<file path="config.mk">
export PLATFORM = sky130hd
export DESIGN_NAME = unary_mac_ctrl
export DESIGN_NICKNAME = d
export VERILOG_FILES = /design/src/rtl/unary_mac_pkg.sv /design/src/rtl/unary_stream_gen.sv /design/src/rtl/unary_mac_ctrl.sv
export SDC_FILE = /design/constraint.sdc
export NUM_CORES = 1
export LEC_CHECK = 0
export BUFFER_PORTS_ARGS = -buffer_cell sky130_fd_sc_hd__clkbuf_2
export CAP_MARGIN = 0
export CELL_PAD_IN_SITES_DETAIL_PLACEMENT = 1
export CELL_PAD_IN_SITES_GLOBAL_PLACEMENT = 1
export CORE_ASPECT_RATIO = 0.75
export CORE_MARGIN = 10
export CORE_UTILIZATION = 30
export CTS_BUF_LIST = sky130_fd_sc_hd__clkbuf_8
export DETAILED_ROUTE_END_ITERATION = 10
export HOLD_SLACK_MARGIN = 0.08
export PLACE_DENSITY = 0.74
export REMOVE_ABC_BUFFERS = 1
export SLEW_MARGIN = 15
export SYNTH_ARGS = -nofsm -noshare
export SYNTH_HDL_FRONTEND = slang
export SYNTH_SLANG_ARGS = --single-unit
</file>
<file path="constraint.sdc">
create_clock -name clk -period 5.3 [get_ports clk]
set_input_delay 0.795 -clock clk [delete_from_list [all_inputs] [get_ports clk]]
set_output_delay 0.795 -clock clk [all_outputs]
set_load 0.005 [all_outputs]
</file>
<file path="src/rtl/unary_mac_pkg.sv">
// Shared types and default widths for the unary shift MAC sequencer.
package unary_mac_pkg;

   localparam int UNARY_W     = 4;
   localparam int UNARY_ACC_W = 12;

   typedef enum logic [1:0] {
      IDLE   = 2'd0,
      CLEAR  = 2'd1,
      STREAM = 2'd2,
      DONE   = 2'd3
   } ctrl_state_t;

endpackage

</file>
<file path="src/rtl/unary_stream_gen.sv">
// Thermometer bitstream generator: a 2^W-cycle counter compared against the
// stream operand, with a terminal-count flag on the final cycle.
module unary_stream_gen
   import unary_mac_pkg::*;
#(
   parameter int W = UNARY_W
) (
   input  logic         clk,
   input  logic         reset_n,
   input  logic         start,
   input  logic         enable,
   input  logic [W-1:0] a,
   output logic         stream_bit,
   output logic         last_cycle
);

   logic [W-1:0] cnt;

   // Natural W-bit wrap returns cnt to 0 after the L-1 cycle.
   always_ff @(posedge clk) begin
      if (!reset_n) begin
         cnt <= '0;
      end else if (start) begin
         cnt <= '0;
      end else if (enable) begin
         cnt <= cnt + 1'b1;
      end
   end

   assign stream_bit = (cnt < a);
   assign last_cycle = (cnt == {W{1'b1}});

endmodule

</file>
<file path="src/rtl/unary_mac_ctrl.sv">
// Unary shift MAC sequencer: streams a thermometer code of a, accumulates b
// per '1' bit across a group. Optional saturation: UNARY_MAC_CTRL_SAT_EN.
//
// state  | meaning
// IDLE   | ready for an operand pair
// CLEAR  | first pair of a group: clear capture register and accumulator
// STREAM | L cycles of thermometer bits, accumulating b on each '1'
// DONE   | group result presented until out_ready
module unary_mac_ctrl
   import unary_mac_pkg::*;
#(
   parameter int W     = UNARY_W,
   parameter int ACC_W = UNARY_ACC_W
) (
   input  logic             clk,
   input  logic             reset_n,
   input  logic             in_valid,
   output logic             in_ready,
   input  logic [W-1:0]     in_a,
   input  logic [W-1:0]     in_b,
   input  logic             in_last,
   output logic             sipo_in,
   output logic             sipo_shift,
   output logic             sipo_clear,
   output logic             out_valid,
   input  logic             out_ready,
   output logic [ACC_W-1:0] out_acc,
   output logic             ovf
);

   ctrl_state_t      state;
   ctrl_state_t      state_next;
   logic [W-1:0]     a_q;
   logic [W-1:0]     b_q;
   logic             last_q;
   logic [ACC_W-1:0] acc;
   logic [ACC_W-1:0] acc_add;
   logic             first;
   logic             accept;
   logic             stream_bit;
   logic             last_cycle;

   assign accept = in_valid && (state == IDLE);

   unary_stream_gen #(
      .W(W)
   ) u_stream_gen (
      .clk        (clk),
      .reset_n    (reset_n),
      .start      (accept),
      .enable     (state == STREAM),
      .a          (a_q),
      .stream_bit (stream_bit),
      .last_cycle (last_cycle)
   );

   always_ff @(posedge clk) begin
      if (!reset_n) begin
         state <= IDLE;
      end else begin
         state <= state_next;
      end
   end

   always_comb begin
      state_next = state;
      in_ready   = 1'b0;
      sipo_in    = 1'b0;
      sipo_shift = 1'b0;
      sipo_clear = 1'b0;
      out_valid  = 1'b0;
      out_acc    = '0;
      case (state)
         IDLE: begin
            in_ready = 1'b1;
            if (in_valid) begin
               state_next = first ? CLEAR : STREAM;
            end
         end
         CLEAR: begin
            sipo_clear = 1'b1;
            state_next = STREAM;
         end
         STREAM: begin
            sipo_shift = 1'b1;
            sipo_in    = stream_bit;
            if (last_cycle) begin
               state_next = last_q ? DONE : IDLE;
            end
         end
         DONE: begin
            out_valid = 1'b1;
            out_acc   = acc;
            if (out_ready) begin
               state_next = IDLE;
            end
         end
         default: state_next = IDLE;
      endcase
   end

`ifdef UNARY_MAC_CTRL_SAT_EN
   logic [ACC_W:0] acc_sum;
   logic           ovf_q;

   assign acc_sum = {1'b0, acc} + {{(ACC_W + 1 - W){1'b0}}, b_q};
   assign acc_add = acc_sum[ACC_W] ? {ACC_W{1'b1}} : acc_sum[ACC_W-1:0];

   // Sticky within a group; only CLEAR or reset drops it.
   always_ff @(posedge clk) begin
      if (!reset_n) begin
         ovf_q <= 1'b0;
      end else if (state == CLEAR) begin
         ovf_q <= 1'b0;
      end else if ((state == STREAM) && stream_bit && acc_sum[ACC_W]) begin
         ovf_q <= 1'b1;
      end
   end

   assign ovf = ovf_q;
`else
   assign acc_add = acc + {{(ACC_W - W){1'b0}}, b_q};
   assign ovf     = 1'b0;
`endif

   always_ff @(posedge clk) begin
      if (!reset_n) begin
         a_q    <= '0;
         b_q    <= '0;
         last_q <= 1'b0;
         acc    <= '0;
         first  <= 1'b1;
      end else begin
         if (accept) begin
            a_q    <= in_a;
            b_q    <= in_b;
            last_q <= in_last;
         end
         case (state)
            CLEAR: begin
               acc   <= '0;
               first <= 1'b0;
            end
            STREAM: begin
               if (stream_bit) begin
                  acc <= acc_add;
               end
            end
            DONE: begin
               if (out_ready) begin
                  first <= 1'b1;
               end
            end
            default: ;
         endcase
      end
   end

endmodule

</file>
# After elaboration in Yosys (flattened, before gate mapping)
# Cells that the tools add are included.
[classes] n_addsub=2 multipliers=0 div_mod_pow=0 n_lt_le_gt_ge=1 eq_ne=8 n_shift=0 muxes=16 bitwise_logic=1 n_reduce_logical=8
[op_table] cell="two-way mux 12 bit" n=2
[op_table] cell="one-hot mux 12 bit (2 select lines)" n=1
[op_table] cell="adder 12 x 4 -> 12 bit" n=1
[op_table] cell="two-way mux 2 bit" n=5
[op_table] cell="!= test 2 bit, second input constant" n=4
[op_table] cell="one-hot mux 2 bit (4 select lines)" n=1
[op_table] cell="two-way mux 1 bit" n=6
[op_table] cell="adder 4 x 1 -> 4 bit, second input constant" n=1
[op_table] cell="equality test 2 bit, second input constant" n=2
[op_table] cell="equality test 4 bit, second input constant" n=1
[op_table] cell="< comparator 4 bit" n=1
[op_table] cell="AND reduction 2 bit" n=2
[op_table] cell="nonzero test 2 bit" n=2
[op_table] cell="AND reduction 3 bit" n=1
[op_table] cell="equality test 2 x 1 -> 1 bit, second input constant" n=1
[op_table] cell="zero test 2 bit" n=1
[op_table] cell="one-hot mux 1 bit (2 select lines)" n=1
[op_table] cell="OR reduction 2 bit" n=1
[op_table] cell="logical AND 1 bit" n=1
[op_table] cell="NOT 1 bit" n=1
[totals] register_bits=28 latch_bits=0 ram_bits=0 romBits=0 input_bits=13 output_inout_bits=18 elab_cells=43 mem_count=0

# Logic depth before layout (Yosys ltp)
# Gate-level depths: netlist of the first run.
[depth] ltp_word=3 depth_mapped=7 ltp_nobuf=7

# Modules after synthesis
# From an unflattened synthesis of the first run, not the netlist that was laid out.
[unflattened] hier_cells=184 hier_area_um2=1552.7
[modules_own_cells] mod="unary_mac_ctrl" instances=1 cells_each=156 area_per_inst_um2=1293.7 seq_area_each_um2=480.5
[modules_own_cells] mod="unary_stream_gen" instances=1 cells_each=28 area_per_inst_um2=259.0 seq_area_each_um2=80.1

# Worst setup path before layout of the first run
# OpenSTA, ideal clock, no wires.
[synth_timing] path_kind="register to output" from="register a_q[3]" to="output port sipo_in" arrival_time_ns=1.228 required_time_ns=4.505 path_slack_ns=3.277 path_stages_with_launch=6 n_path_buf=0 path_cell_list="dfxtp_1 -> inv_1 -> ha_1 -> o211ai_1 -> o211ai_2 -> clkinv_1"
[synth_between] elab_chain_cells=2
[synth_rtl] item="start: declaration" line_no="unary_mac_ctrl.sv:33" rtl="logic [W-1:0] a_q;"
[synth_rtl] item="start signal: assignment" line_no="unary_mac_ctrl.sv:135" rtl="a_q <= in_a;"
[synth_rtl] item="< comparator 4 bit" line_no="unary_stream_gen.sv:30" rtl="assign stream_bit = (cnt < a);"
[synth_rtl] item="two-way mux 1 bit" line_no="unary_mac_ctrl.sv:73" rtl="case (state)"
[synth_rtl] item="end: declaration" line_no="unary_mac_ctrl.sv:22" rtl="output logic sipo_in,"
# No other way between the ends.

# Worst setup path after layout of the first run
[layout_timing] from="register state[0]" to="output port sipo_in"
[layout_between] elab_chain_cells=2
[layout_rtl] item="start: declaration" line_no="unary_mac_ctrl.sv:31" rtl="ctrl_state_t state;"
[layout_rtl] item="start signal: assignment" line_no="unary_mac_ctrl.sv:61" rtl="state <= state_next;"
[layout_rtl] item="equality test 2 bit" line_no="unary_mac_ctrl.sv:73"
[layout_rtl] item="two-way mux 1 bit" line_no="unary_mac_ctrl.sv:73"
# No other way between the ends.

==> results.sh, run 1 <==
export IMPL_switchingPower_uw=152
export IMPL_globalplace_congestion=0.827
export IMPL_period_minus_slack_ns=3.12
export IMPL_wl_per_cell_microns=15.9
export IMPL_overflow=0
export IMPL_peakVddDrop_uv=121
export IMPL_power_switching_share_pct=32.8
export IMPL_diodes=0
export IMPL_pwr_share_seq_pct=53.6
export IMPL_clockPowerShare_pct=25.2
export IMPL_cts_tree="built"
export IMPL_grt_use_met3_pct=3.82
export IMPL_worstPathRequired_ns=4.51
export IMPL_nFillCells=625
export IMPL_tightest_slew_ns=0.658
export IMPL_slew_violations=0
export IMPL_track_usage_pct=11.0
export IMPL_final_area_sq_mm=0.00178
export IMPL_relSlewSlack_pct=56.1
export IMPL_clock_path_buffers=2
export IMPL_synthCells=191
export IMPL_synth_edf_count=0
export IMPL_postCtsSetupBuffers=0
export IMPL_drtAntennaViolNets=0
export IMPL_vias_per_cell=5.18
export IMPL_final_hold_viol_count=0
export IMPL_port_buffers=29
export IMPL_die_w_microns=103
export IMPL_powerDensity_mw_per_mm2=262
export IMPL_ys_ff_latch=28
export IMPL_finalSetupViolations=0
export IMPL_cts_root_buf="clkbuf_8"
export IMPL_grt_start_max_net_pins=23
export IMPL_rows=22
export IMPL_num_nets_final=237
export IMPL_critPathLaunchType="flip-flop"
export IMPL_antenna_found_initial=0
export IMPL_netlist_cell_type_count=44
export IMPL_async_flop_share_pct=0
export IMPL_cp_arrival_ns=2.33
export IMPL_top_usage_layer="met2"
export IMPL_clk_latency_ns=0.27
export IMPL_die_h_microns=82.4
export IMPL_internal_power_uw=312
export IMPL_yosysWarnings=0
export IMPL_pre_cts_ws_ns=2.45
export IMPL_rr_worst_depth=6
export IMPL_area_growth_pct=14.0
export IMPL_met1_usage_pct=15.4
export IMPL_fin_worst_skew_ns=0.00621
export IMPL_numCtsBuffers=3
export IMPL_wl_microns=4340
export IMPL_ys_flop_type="dfxtp_1"
export IMPL_ctsHoldBuffers=0
export IMPL_cts_sinks=28
export IMPL_max_freq_mhz=320
export IMPL_status="complete, no violations"
export IMPL_cp_max_fo=22
export IMPL_drt_iter0_markers=99
export IMPL_h_tree_depth=1
export IMPL_coreArea_sq_mm=0.00495
export IMPL_dieArea_sq_mm=0.00851
export IMPL_clkTransAtPathRegs_ns=0.10
export IMPL_max_stage_delay_ns=0.75
export IMPL_setup_ws_ns=2.18
export IMPL_drtPass1Iterations=4
export IMPL_cpMaxStageDelayCell="dfxtp_1"
export IMPL_holdCritPathClass="reg -> reg"
export IMPL_cts_resized=0
export IMPL_placed_cell_area_sq_mm=0.00174
export IMPL_pin_count=31
export IMPL_hpwl_microns=3290
export IMPL_hold_depth=2
export IMPL_leakagePower_uw=0.000808
export IMPL_hold_ws_ns=0.469
export IMPL_grt_pass1_wl_microns=7560
export IMPL_seq_area_frac_synth_pct=36.0
export IMPL_start_util_pct=31.5
export IMPL_grt_pass1_vias=1476
export IMPL_critPathCaptureType="primary output"
export IMPL_finalCritPeriodShare_pct=58.9
export IMPL_crit_chain="nand2b_4 > clkinv_4 > o211ai_2 > clkinv_1 > clkbuf_2"
export IMPL_grt_use_met2_pct=16.2
export IMPL_power_frac_comb_pct=21.2
export IMPL_drc=0
export IMPL_num_vias=1415
export IMPL_fin_setup_tns_ns=0
export IMPL_critical_path_class="reg -> out"
export IMPL_rsz0062_at_grt="no"
export IMPL_cap_violations=0
export IMPL_syn_area_sq_mm=0.00156
export IMPL_layout_drive_gt1_share_pct=17.8
export IMPL_avgSynthCellArea_sq_um=8.16
==> cell type report <==
| type | instances | area, sq um | area share (%) |
|---|---|---|---|
| clock buffer | 3 | 41.3 | 2.32 |
| inverter | 9 | 38.8 | 2.18 |
| multi-input combinational | 144 | 916 | 51.5 |
| sequential | 28 | 561 | 31.5 |
| tap | 60 | 75.1 | 4.23 |
| timing repair buffer | 29 | 145 | 8.17 |
==> power by group through the flow <==
stage | Clock, uW | Combinational [uW] | Sequential [uW]
floorplan | 0 | 67.3 | 244
global placement | 0 | 96.9 | 252
detailed placement | 0 | 99.6 | 254
CTS | 123 | 101 | 249
global route | 132 | 115 | 254
finish | 117 | 98.7 | 249
==> logic make-up after synthesis <==
family	synth area share, %
AOI/OAI and AO/OA	17.3
muxes	1.93
and+or+nand+nor	28.8
other	0.241
DFF	36.0
buffers and inverters	5.30
xor gates and xnor gates	2.81
adders and majority gates	7.70
==> cells in the final DEF (no fill, tap or decap), types with 2 or more instances in the layout <==
master,count
o211ai_1,2
nand3b_1,2
a21o_1,2
a21oi_1,21
a31oi_1,2
and3_1,16
o21ai_0,2
dfxtp_1,28
clkbuf_2,29
nand2b_1,5
or4_1,2
nor2_1,5
ha_1,8
and2_1,4
clkinv_1,2
a32oi_1,2
mux2i_1,3
clkbuf_8,3
nand2_1,32
nand3_1,8
xor2_1,4
inv_1,6
nand4_1,5
==> worst max-delay path, delay by kind of cell, from the launching register on <==
family                 cells  cell delay [ns]
AND/OR/NAND/NOR            1             0.29
buffers and inverters      3             0.74
flip-flops                 1             0.75
AO/OA/AOI/OAI              1             0.26
==> path summary, 6_finish.rpt <==
kind | startpoint | slack (ns) | end
max | state[0] | 2.18 | sipo_in
min | a_q[3] | 0.47 | a_q[3]
max reg2reg | state[0] | 2.97 | acc[7]
min reg2reg | a_q[3] | 0.47 | a_q[3]
==> registers in the layout (all words and copies together), names as in the netlist <==
| register | flops |
|---|---|
| b_q | 4 |
| last_q | 1 |
| a_q | 4 |
| first | 1 |
| acc | 12 |
| u_stream_gen.cnt | 4 |
| state | 2 |
==> routing by layer <==
layer / wire [microns] / up-vias
li1: - / 723
met3: 270 / 2
met5: 0 / -
met2: 1800 / 26
met4: 10 / 0
met1: 2250 / 664
==> synth_stat cells (2+ instances only) <==
master / instances / area share [%]
nand2_1: 32 / 7.7
dfxtp_1: 28 / 36
a21oi_1: 21 / 6.7
and3_1: 16 / 6.4
ha_1: 8 / 6.4
nand3_1: 8 / 2.6
clkbuf_1: 7 / 1.7
inv_1: 6 / 1.4
nand2b_1: 5 / 2.0
nand4_1: 5 / 2.0
nor2_1: 5 / 1.2
and2_1: 4 / 1.6
xor2_1: 4 / 2.2
mux2i_1: 3 / 1.9
a21o_1: 2 / 0.96
a31oi_1: 2 / 0.80
a32oi_1: 2 / 1.1
buf_2: 2 / 0.64
clkinv_1: 2 / 0.48
nand3b_1: 2 / 0.96
o211ai_1: 2 / 0.96
o21ai_0: 2 / 0.64
or4_1: 2 / 0.96
==> per-stage QoR <==
stage                     util, %  cells  power, uW
after global routing         35.9    273        500
after floorplan                 -    181        311
after CTS                    35.9    273        473
final                        35.9    273        465
after global placement       35.0    270        349
after detailed placement     35.0    270        354
Note: power is estimated with default switching activity, not from simulation.
==> run 2, diff against run 1 <==
--- a/config.mk
+++ b/config.mk
@@ -15,7 +15,7 @@
 export CTS_BUF_LIST = sky130_fd_sc_hd__clkbuf_8
 export DETAILED_ROUTE_END_ITERATION = 10
 export HOLD_SLACK_MARGIN = 0.08
-export PLACE_DENSITY = 0.74
+export PLACE_DENSITY = 0.76
 export REMOVE_ABC_BUFFERS = 1
 export SLEW_MARGIN = 15
 export SYNTH_ARGS = -nofsm -noshare
==> constraint.sdc (replaced) <==
create_clock -name clk -period 2.85 [get_ports clk]
set_input_delay 0.4275 -clock clk [delete_from_list [all_inputs] [get_ports clk]]
set_output_delay 0.4275 -clock clk [all_outputs]
set_load 0.005 [all_outputs]
==> results.sh, run 2 (same netlist as run 1, synthesis figures left out) <==
export IMPL_numCtsBuffers=3
export IMPL_final_hold_viol_count=0
export IMPL_critical_path_class="reg -> out"
export IMPL_num_vias=1422
export IMPL_slew_violations=0
export IMPL_final_common_cell="nand2_1"
export IMPL_cts_tree="built"
export IMPL_register_area_sq_um=561
export IMPL_clkTransAtPathRegs_ns=0.10
export IMPL_port_buffers=29
export IMPL_drtAntennaViolNets=0
export IMPL_cts_sinks=28
export IMPL_num_nets_final=239
export IMPL_wl_per_cell_microns=15.3
export IMPL_cap_violations=0
export IMPL_finalSetupViolations=0
export IMPL_cts_resized=0
export IMPL_rsz0062_at_grt="no"
export IMPL_multi_input_area_sq_um=916
export IMPL_start_util_pct=31.5
export IMPL_finalNonFillerCells=276
export IMPL_drt_iter0_markers=40
export IMPL_holdCritPathClass="in -> reg"
export IMPL_max_freq_mhz=411
export IMPL_cp_max_fo=17
export IMPL_final_area_sq_mm=0.00182
export IMPL_coreArea_sq_mm=0.00495
export IMPL_die_w_microns=103
export IMPL_track_usage_pct=10.0
export IMPL_antenna_found_initial=0
export IMPL_final_core_util_pct=36.8
export IMPL_diodes=0
export IMPL_dp_cells=272
export IMPL_globalplace_congestion=0.835
export IMPL_rows=22
export IMPL_cts_root_buf="clkbuf_8"
export IMPL_grt_start_max_net_pins=22
export IMPL_r2r_start="a_q[3]"
export IMPL_pin_count=31
export IMPL_grt_pass1_vias=1361
export IMPL_ctsHoldBuffers=0
export IMPL_largest_register_ffs=12
export IMPL_clock_path_buffers=2
export IMPL_crit_path_start="a_q[3]"
export IMPL_postCtsSetupBuffers=0
export IMPL_rr_worst_depth=8
export IMPL_wl_microns=4240
export IMPL_status="complete, no violations"
export IMPL_critPathLaunchType="flip-flop"
export IMPL_relSlewSlack_pct=55.6
export IMPL_period_minus_slack_ns=2.43
export IMPL_layout_common_cells="32 x nand2_1, 29 x clkbuf_2, 28 x dfxtp_1"
export IMPL_overflow=0
export IMPL_h_tree_depth=1
export IMPL_placed_cell_area_sq_mm=0.00175
export IMPL_clk_latency_ns=0.28
export IMPL_drc=0
export IMPL_tightest_slew_ns=0.666
export IMPL_grt_pass1_wl_microns=6840
export IMPL_rrSetupSlack_ns=0.67
export IMPL_nFillCells=617
export IMPL_regMostFlops="acc"
export IMPL_worstPathRequired_ns=2.42
export IMPL_hold_ws_ns=0.357
export IMPL_finalCritPeriodShare_pct=85.4
export IMPL_cp_arrival_ns=2.01
export IMPL_r2r_end="acc[7]"
export IMPL_critPathCaptureType="primary output"
export IMPL_crit_end="sipo_in"
export IMPL_peakVddDrop_uv=349
export IMPL_area_growth_pct=16.9
export IMPL_fin_setup_tns_ns=0
export IMPL_powerDensity_mw_per_mm2=529
export IMPL_dieArea_sq_mm=0.00851
export IMPL_layout_drive_gt1_share_pct=19.0
export IMPL_drtPass1Iterations=4
export IMPL_die_h_microns=82.4
export IMPL_leakagePower_uw=0.000832
export IMPL_vias_per_cell=5.15
export IMPL_hpwl_microns=3160
export IMPL_fin_worst_skew_ns=0.00913
==> run 2: metrics by stage <==
| step | worst slack, ns | total power (uW) |
|---|---|---|
| floorplan | 0.945 | 579 |
| global placement | 0.772 | 659 |
| detailed placement | 0.700 | 665 |
| CTS | 0.355 | 979 |
| global route | 0.243 | 1030 |
| finish | 0.416 | 964 |
==> run 2: layout make-up <==
class / count / area share [%]
timing repair buffer: 31 / 8.79
multi-input combinational: 144 / 50.3
inverter: 9 / 2.13
tap: 60 / 4.12
clock buffer: 3 / 2.27
clock inverter: 1 / 1.65
sequential: 28 / 30.8
==> run 2: worst min-delay path by stage <==
| stage | endpoint | slack [ns] | start | cells after the start |
|---|---|---|---|---|
| 2_1_floorplan | a_q[0] | 0.43 | a_q[0] | 2 |
| 3_3_place_gp | a_q[2] | 0.44 | a_q[2] | 2 |
| 3_5_place_dp | a_q[3] | 0.45 | a_q[3] | 2 |
| 4_1_cts | b_q[1] | 0.35 | in_b[1] | 3 |
| 5_1_grt | a_q[0] | 0.36 | in_a[0] | 3 |
| 6_report | b_q[1] | 0.36 | in_b[1] | 3 |
==> run 2: critical path: stages, from the launching register on <==
cell	delay (ns)
dfxtp_1	0.34
inv_1	0.05
ha_1	0.30
o211ai_1	0.12
o211ai_2	0.57
clkinv_1	0.18
clkbuf_2	0.15
==> run 2: layer usage <==
| metal | wire [microns] | share of wire [%] | vias up | track usage, % |
|---|---|---|---|---|
| li1 | - | - | 728 | - |
| met1 | 2230 | 53 | 664 | 14.0 |
| met2 | 1690 | 40 | 28 | 14.2 |
| met3 | 306 | 7.2 | 2 | 4.32 |
| met4 | 10 | 0.24 | 0 | 1.39 |
| met5 | 0 | 0 | - | 0 |
==> run 2: power breakdown <==
group          internal [uW]  switching [uW]  total [uW]
Combinational           74.5             129         203
Sequential               416            33.6         450
Clock                    188             123         311
==> run 3, diff against run 2 <==
--- a/config.mk
+++ b/config.mk
@@ -9,13 +9,13 @@
 export CAP_MARGIN = 0
 export CELL_PAD_IN_SITES_DETAIL_PLACEMENT = 1
 export CELL_PAD_IN_SITES_GLOBAL_PLACEMENT = 1
-export CORE_ASPECT_RATIO = 0.75
+export CORE_ASPECT_RATIO = 1.25
 export CORE_MARGIN = 10
-export CORE_UTILIZATION = 30
+export CORE_UTILIZATION = 37
 export CTS_BUF_LIST = sky130_fd_sc_hd__clkbuf_8
 export DETAILED_ROUTE_END_ITERATION = 10
 export HOLD_SLACK_MARGIN = 0.08
-export PLACE_DENSITY = 0.76
+export PLACE_DENSITY = 0.89
 export REMOVE_ABC_BUFFERS = 1
 export SLEW_MARGIN = 15
 export SYNTH_ARGS = -nofsm -noshare
==> results.sh, run 3 (same netlist as run 1, synthesis figures left out) <==
export IMPL_rr_worst_depth=8
export IMPL_antenna_found_initial=0
export IMPL_placed_cell_area_sq_mm=0.00175
export IMPL_finalSetupViolations=0
export IMPL_power_frac_comb_pct=22.6
export IMPL_largest_register_ffs=12
export IMPL_rsz0062_at_grt="no"
export IMPL_layout_drive_gt1_share_pct=19.4
export IMPL_power_total_uw=901
export IMPL_hold_ws_ns=0.368
export IMPL_max_freq_mhz=411
export IMPL_h_tree_depth=1
export IMPL_clk_latency_ns=0.27
export IMPL_cts_root_buf="clkbuf_8"
export IMPL_num_vias=1471
export IMPL_critPathCaptureType="primary output"
export IMPL_rrSetupSlack_ns=0.69
export IMPL_holdCritPathClass="in -> reg"
export IMPL_period_minus_slack_ns=2.43
export IMPL_powerDensity_mw_per_mm2=499
export IMPL_cts_resized=0
export IMPL_relSlewSlack_pct=54.1
export IMPL_overflow=0
export IMPL_finalCritPeriodShare_pct=85.4
export IMPL_area_growth_pct=16.0
export IMPL_final_area_sq_mm=0.00181
export IMPL_track_usage_pct=11.7
export IMPL_globalplace_congestion=0.833
export IMPL_coreArea_sq_mm=0.00407
export IMPL_cap_violations=0
export IMPL_r2r_start="a_q[3]"
export IMPL_hpwl_microns=3240
export IMPL_drtPass1Iterations=4
export IMPL_drt_iter0_markers=76
export IMPL_wl_per_cell_microns=15.3
export IMPL_cts_sinks=28
export IMPL_peakVddDrop_uv=178
export IMPL_ctsHoldBuffers=0
export IMPL_die_w_microns=78.1
export IMPL_critPathLaunchType="flip-flop"
export IMPL_crit_path_start="a_q[3]"
export IMPL_layout_common_cells="32 x nand2_1, 29 x clkbuf_2, 28 x dfxtp_1"
export IMPL_rows=26
export IMPL_die_h_microns=92.6
export IMPL_r2r_end="acc[11]"
export IMPL_diodes=0
export IMPL_postCtsSetupBuffers=0
export IMPL_cp_max_fo=17
export IMPL_cp_arrival_ns=2.01
export IMPL_clock_path_buffers=2
export IMPL_cts_tree="built"
export IMPL_status="complete, no violations"
export IMPL_fin_worst_skew_ns=0.00676
export IMPL_dieArea_sq_mm=0.00723
export IMPL_start_util_pct=38.3
export IMPL_regMostFlops="acc"
export IMPL_final_common_cell="nand2_1"
export IMPL_num_nets_final=240
export IMPL_crit_end="sipo_in"
export IMPL_fin_setup_tns_ns=0
export IMPL_tightest_slew_ns=0.686
export IMPL_grt_pass1_vias=1523
export IMPL_leakagePower_uw=0.000830
export IMPL_internal_power_uw=618
export IMPL_worstPathRequired_ns=2.42
export IMPL_vias_per_cell=5.39
export IMPL_pin_count=31
export IMPL_clkTransAtPathRegs_ns=0.10
export IMPL_drtAntennaViolNets=0
export IMPL_power_switching_share_pct=31.5
export IMPL_drc=0
export IMPL_final_hold_viol_count=0
export IMPL_grt_start_max_net_pins=22
export IMPL_numCtsBuffers=3
export IMPL_slew_violations=0
export IMPL_pwr_share_seq_pct=49.9
export IMPL_clockPowerShare_pct=27.5
export IMPL_grt_pass1_wl_microns=7160
export IMPL_wl_microns=4180
export IMPL_switchingPower_uw=284
export IMPL_port_buffers=29
export IMPL_critical_path_class="reg -> out"
==> run 3: per-layer routing <==
metal | up-vias | part of all wire [%] | global-route usage (%)
li1 | 726 | - | -
met1 | 721 | 44 | 13.6
met2 | 19 | 51 | 20.9
met3 | 5 | 3.5 | 2.71
met4 | 0 | 0.84 | 2.69
met5 | - | 0 | 0
==> run 3: worst min-delay path by stage <==
stage,cells past startpoint,start,end,slack (ns)
after CTS,3,in_b[0],b_q[0],0.37
after global routing,3,in_b[3],b_q[3],0.37
after floorplan,2,a_q[0],a_q[0],0.43
after global placement,2,a_q[0],a_q[0],0.44
after detailed placement,2,a_q[1],a_q[1],0.46
final,3,in_last,last_q,0.37
==> run 3: per-stage QoR <==
stage	cells	setup WS [ns]	util, %
2_1_floorplan	181	0.945	-
3_3_place_gp	269	0.771	43.1
3_5_place_dp	269	0.723	43.1
5_1_grt	273	0.211	44.5
6_report	273	0.415	44.5
4_1_cts	273	0.411	44.5
==> run 3: final cells by class <==
type	instances	area, sq um
timing repair buffer	32	168
fill	504	2260
clock buffer	4	55.1
tap	56	70.1
inverter	9	38.8
sequential	28	561
multi-input combinational	144	916
==> run 3: power groups by stage <==
stage / Clock [uW] / Sequential [uW] / Combinational [uW]
floorplan: 0 / 454 / 125
global placement: 0 / 457 / 198
detailed placement: 0 / 459 / 206
CTS: 253 / 450 / 207
global route: 273 / 456 / 232
finish: 248 / 450 / 204
==> run 3: worst max-delay path, stage by stage, from the launching register on <==
cell and delay [ns]:
dfxtp_1 0.35, inv_1 0.04, ha_1 0.29, o211ai_1 0.11
o211ai_2 0.59, clkinv_1 0.19, clkbuf_2 0.15
